--- src/rtl/axis_pkt_source.sv ---
// axis_pkt_source: AXI-Stream packet generator. Each accepted command
// produces len+1 beats whose data follows one of four patterns derived
// from the command seed. Completed packets are pulsed on pkt_done and
// counted on pkt_cnt.
module axis_pkt_source #(
    parameter int DATA_WIDTH = 32,
    parameter int LEN_WIDTH  = 8
) (
    input  logic                  clk,
    input  logic                  nrst,
    input  logic                  cmd_valid,
    output logic                  cmd_ready,
    input  logic [LEN_WIDTH-1:0]  cmd_len,
    input  logic [DATA_WIDTH-1:0] cmd_seed,
    input  logic                  cmd_tid,
    input  logic [1:0]            cmd_cfg,
    output logic                  m_tvalid,
    input  logic                  m_tready,
    output logic [DATA_WIDTH-1:0] m_tdata,
    output logic                  m_tlast,
    output logic                  m_tid,
    output logic [1:0]            m_cfg,
    output logic                  pkt_done,
    output logic [15:0]           pkt_cnt
);

    typedef enum logic {
        IDLE = 1'b0,
        SEND = 1'b1
    } state_t;

    state_t                state, state_nxt;
    logic [LEN_WIDTH-1:0]  len_q;
    logic [LEN_WIDTH-1:0]  idx_q;
    logic [LEN_WIDTH-1:0]  idx_nxt;
    logic [DATA_WIDTH-1:0] seed_q;
    logic [DATA_WIDTH-1:0] tdata_q;
    logic [DATA_WIDTH-1:0] data_nxt;
    logic [DATA_WIDTH-1:0] offs;
    logic                  tlast_q;
    logic                  tid_q;
    logic [1:0]            cfg_q;
    logic                  done_q;
    logic [15:0]           cnt_q;
    logic                  accept;
    logic                  xfer;
    logic                  last_xfer;

    // State register.
    always_ff @(posedge clk) begin
        if (!nrst) begin
            state <= IDLE;
        end else begin
            state <= state_nxt;
        end
    end

    // Next state plus command-accept and beat-transfer strobes.
    always_comb begin
        state_nxt = state;
        accept    = 1'b0;
        xfer      = 1'b0;
        last_xfer = 1'b0;
        case (state)
            IDLE: begin
                accept = cmd_valid;
                if (accept) begin
                    state_nxt = SEND;
                end
            end
            SEND: begin
                xfer      = m_tready;
                last_xfer = m_tready & tlast_q;
                if (last_xfer) begin
                    state_nxt = IDLE;
                end
            end
            default: state_nxt = IDLE;
        endcase
    end

    // Data for the beat following the current one (index idx_q+1).
    always_comb begin
        idx_nxt  = idx_q + LEN_WIDTH'(1);
        offs     = DATA_WIDTH'(idx_nxt);
        data_nxt = seed_q;
        case (cfg_q)
            2'b00:   data_nxt = seed_q + offs;
            2'b01:   data_nxt = seed_q - offs;
            2'b10:   data_nxt = seed_q;
            default: data_nxt = idx_nxt[0] ? ~seed_q : seed_q;
        endcase
    end

    // Command latch and registered beat datapath; every pattern starts at seed.
    always_ff @(posedge clk) begin
        if (!nrst) begin
            len_q   <= '0;
            seed_q  <= '0;
            idx_q   <= '0;
            tdata_q <= '0;
            tlast_q <= 1'b0;
            tid_q   <= 1'b0;
            cfg_q   <= 2'b00;
        end else if (accept) begin
            len_q   <= cmd_len;
            seed_q  <= cmd_seed;
            idx_q   <= '0;
            tdata_q <= cmd_seed;
            tlast_q <= (cmd_len == '0);
            tid_q   <= cmd_tid;
            cfg_q   <= cmd_cfg;
        end else if (xfer && !tlast_q) begin
            idx_q   <= idx_nxt;
            tdata_q <= data_nxt;
            tlast_q <= (idx_nxt == len_q);
        end else if (last_xfer) begin
            tlast_q <= 1'b0;
        end
    end

    // Completion pulse and wrapping packet counter.
    always_ff @(posedge clk) begin
        if (!nrst) begin
            done_q <= 1'b0;
            cnt_q  <= '0;
        end else begin
            done_q <= last_xfer;
            if (last_xfer) begin
                cnt_q <= cnt_q + 16'd1;
            end
        end
    end

    assign cmd_ready = (state == IDLE) & nrst;
    assign m_tvalid  = (state == SEND);
    assign m_tdata   = tdata_q;
    assign m_tlast   = tlast_q;
    assign m_tid     = tid_q;
    assign m_cfg     = cfg_q;
    assign pkt_done  = done_q;
    assign pkt_cnt   = cnt_q;

endmodule
--- config.mk ---
export PLATFORM = sky130hd
export DESIGN_NAME = axis_pkt_source
export DESIGN_NICKNAME = d
export VERILOG_FILES = /design/src/rtl/axis_pkt_source.sv
export SDC_FILE = /design/constraint.sdc
export NUM_CORES = 1
export LEC_CHECK = 0
export CAP_MARGIN = 20
export CORE_ASPECT_RATIO = 1.75
export CORE_MARGIN = 2
export CORE_UTILIZATION = 26
export DETAILED_ROUTE_END_ITERATION = 16
export PLACE_DENSITY = 0.52
export SLEW_MARGIN = 20
export SYNTH_ARGS = -nofsm -noshare
export SYNTH_HDL_FRONTEND = slang
export SYNTH_SLANG_ARGS = --single-unit
--- constraint.sdc ---
create_clock -name clk -period 4.8 [get_ports clk]
set_input_delay 0.96 -clock clk [delete_from_list [all_inputs] [get_ports clk]]
set_output_delay 0.96 -clock clk [all_outputs]
set_load 0.005 [all_outputs]
==> results.py <==
metrics = {
    "setup_path": {
        "cp_slowest_cell": "dfxtp_2",
        "worstReg2RegEnd": "m_tdata[26]",
        "end_kind": "flop",
        "worstReg2RegStart": "idx_q[0]",
        "worstPathBufferInverterCount": 0,
        "r2r_cells": 16,
        "arrival_ps": 4570,
        "cp_slowest_stage_delay_ps": 450,
        "path_max_fanout": 9,
        "startpoint": "idx_q[0]",
        "endpoint": "m_tdata[26]",
        "crit_cells": 16,
        "critPathTopFamily": "compound AO/OA/AOI/OAI gates",
        "start_kind": "flop",
        "ff2ff_setup_slack_ps": 450,
        "required_ps": 5020,
        "crit_type": "reg2reg",
        "cp_cell_sequence": "ha_2 > and3_1 > nand3_1 > xor2_1 > and3_1 > ha_1 > a21oi_1 > ha_1 > a21oi_1 > nor4b_2 > o31ai_1 > o221ai_2 > o22ai_1 > a221oi_2 > mux2i_1 > o211ai_1",
    },
    "yosys": {
        "synth_area_per_cell_um2": 7.75,
        "ys.flop_type": "dfxtp_1",
        "synth_nets": 936,
        "async_flop_share_pct": 0,
        "yosysMostFrequentCell": "nand2_1",
        "netlist_area_um2": 6590,
        "synth_edf_count": 0,
        "netlist_instances": 850,
        "synth_area_leader_cell": "dfxtp_1",
        "synthTopCellsByCount": "nand2_1 (144), dfxtp_1 (102), a21oi_1 (94)",
        "ys_ff_latch": 102,
        "ys_top_cells_by_area": "dfxtp_1 (31%), nand2_1 (8.2%), ha_1 (7.2%)",
        "synth_seq_area_share_pct": 31.0,
        "synth_cell_types": 64,
        "synth_warnings": 0,
        "synth_top_cell_area_share_pct": 31.0,
    },
    "sta": {
        "finClkSkew_ps": 10.4,
        "timing.final.crit_share_pct": 90.6,
        "rsz0062_at_grt": "false",
        "setup_violations": 0,
        "fmax_mhz": 230,
        "final_hold_viol_count": 0,
        "relSlewSlack_pct": 56.0,
        "drv_slew": 0,
        "tns_ps": 0,
        "min_period_ps": 4350,
        "worstMarginPinSlew_ps": 659,
    },
    "clocking": {
        "cts-root-buf": "clkbuf_16",
        "cts_made_buffers": 9,
        "postCtsHoldBufs": 0,
        "clk_latency_ps": 360,
        "htreeDepth": 3,
        "cts_sinks": 102,
        "clk_pin_slew_ps": 80,
        "cts_resized": 0,
        "clk_path_buf_depth": 2,
        "cts_setup_buffers": 0,
        "cts_tree": "built",
    },
    "hold_path": {
        "hold_path.class": "reg2reg",
    },
    "pwr": {
        "power.density_nw_per_um2": 267,
        "pwr-share-seq_pct": 42.2,
        "leakage_nw": 3.28,
        "intPower_mw": 1.54,
        "ir_drop_uv": 149,
        "p_comb_share_pct": 22.3,
        "switching_share_pct": 30.4,
        "p_sw_mw": 0.672,
        "p_clk_share_pct": 35.5,
    },
    "flow_run": {
        "cap_violations": 0,
    },
    "layout": {
        "finalNonFillerCells": 1252,
        "syn_to_final_growth_pct": 25.6,
        "num_antenna_cells": 0,
        "final_util_pct": 32.9,
        "nets": 1017,
        "n_fill_cell": 2692,
        "drive_gt1_share_pct": 6.41,
    },
    "global_route": {
        "grt_antenna_before_repair": 0,
        "grt_overflow": 0,
        "grt_pass1_wl_mm": 34.4,
        "grt_usage_pct": 16.1,
        "grt_pass1_vias": 6417,
        "grt_max_degree": 54,
    },
    "detailed_routing": {
        "route.detailed.drc": 0,
        "vias": 6291,
        "vias_per_cell": 5.02,
        "totalWireLength_mm": 21.4,
        "first_pass_iters": 6,
        "wire_per_inst_um": 17.1,
        "drt_iter0_drc": 264,
        "antenna_left": 0,
    },
    "die": {
        "rows": 77,
        "die_y_um": 215,
        "coreArea_um2": 25100,
        "start_util_pct": 26.2,
        "io_pins": 102,
        "fp.dieArea_um2": 26700,
        "die_x_um": 124,
    },
    "placement": {
        "post-place-cells": 1236,
        "hpwl_mm": 15.9,
        "io_buffers": 101,
        "place_congestion": 0.869,
    },
    "status": {
        "status": "complete, no violations",
    },
}
-- metal layers --
layer | wire (um) | track usage [%] | part of all wire (%)
met5 | 0 | 0 | 0
met4 | 776 | 7.38 | 3.6
met3 | 673 | 2.10 | 3.1
met2 | 11400 | 30.3 | 53
met1 | 8560 | 17.6 | 40
-- layout make-up --
type / count / area (um^2) / area share, %
clock inverter: 5 / 65.1 / 0.786
tap: 316 / 395 / 4.78
multi-input combinational: 686 / 4330 / 52.3
timing repair buffer: 120 / 1150 / 13.9
inverter: 12 / 45.0 / 0.544
sequential: 102 / 2040 / 24.7
clock buffer: 11 / 243 / 2.93
-- layout by cell type (no fill, tap or decap), drive strengths merged, types with 11 or more instances in the layout --
master	instances
xor2	47
clkdlybuf4s50	101
o21ai	50
a21o	20
o211ai	13
a21boi	16
a21oi	95
nand3	19
ha	38
buf	19
nand2	146
dfxtp	102
clkbuf	11
nor2	67
xnor2	46
inv	14
-- sequential cells by signal, summed over array words and instances (netlist names) --
name / cells
seed_q: 32
len_q: 8
pkt_done: 1
m_cfg: 2
idx_q: 8
m_tvalid: 1
m_tlast: 1
m_tid: 1
pkt_cnt: 16
m_tdata: 32
-- worst reg2reg max path, stage by stage, from the launching register on --
cell      delay, ps
dfxtp_2         450
ha_2            290
and3_1          250
nand3_1         130
xor2_1          230
and3_1          260
ha_1            250
a21oi_1         150
ha_1            320
a21oi_1         210
nor4b_2         280
o31ai_1         170
o221ai_2        240
o22ai_1         190
a221oi_2        430
mux2i_1         260
o211ai_1        100
-- worst min-delay path by stage --
stage,startpoint,endpoint,slack [ps],cells past startpoint
after CTS,len_q[5],len_q[5],480,2
after detailed placement,seed_q[0],seed_q[0],460,2
final,len_q[5],len_q[5],480,2
after global placement,m_tid,m_tid,460,2
after floorplan,len_q[0],len_q[0],450,2
after global routing,len_q[1],len_q[1],500,2
-- stage by stage --
step	power, mW	area (um^2)	setup WS, ps	hold WS (ps)
detailed placement	1.45	7970	377	465
floorplan	1.24	6590	706	448
global route	2.33	8280	8.98	500
finish	2.21	8280	451	476
CTS	2.24	8270	304	479
global placement	1.45	7970	468	459
-- power groups by stage --
stage | Sequential (mW) | Clock (mW) | Combinational (mW)
2_1_floorplan | 0.943 | 0 | 0.298
3_3_place_gp | 0.954 | 0 | 0.493
3_5_place_dp | 0.954 | 0 | 0.494
4_1_cts | 0.934 | 0.806 | 0.498
5_1_grt | 0.941 | 0.844 | 0.546
6_report | 0.934 | 0.784 | 0.493
-- logic make-up (layout without fill, tap and decap cells) --
kind of cell | count (synthesis) | after routing | synth area share, %
fa+ha+maj | 39 | 39 | 7.52
flops | 102 | 102 | 31.0
simple gates | 297 | 297 | 20.0
xor+xnor | 93 | 93 | 12.5
buf+inv | 62 | 148 | 3.63
compound gates | 252 | 252 | 24.6
mux | 5 | 5 | 0.759
No activity file was read; power rests on OpenSTA's default activity.
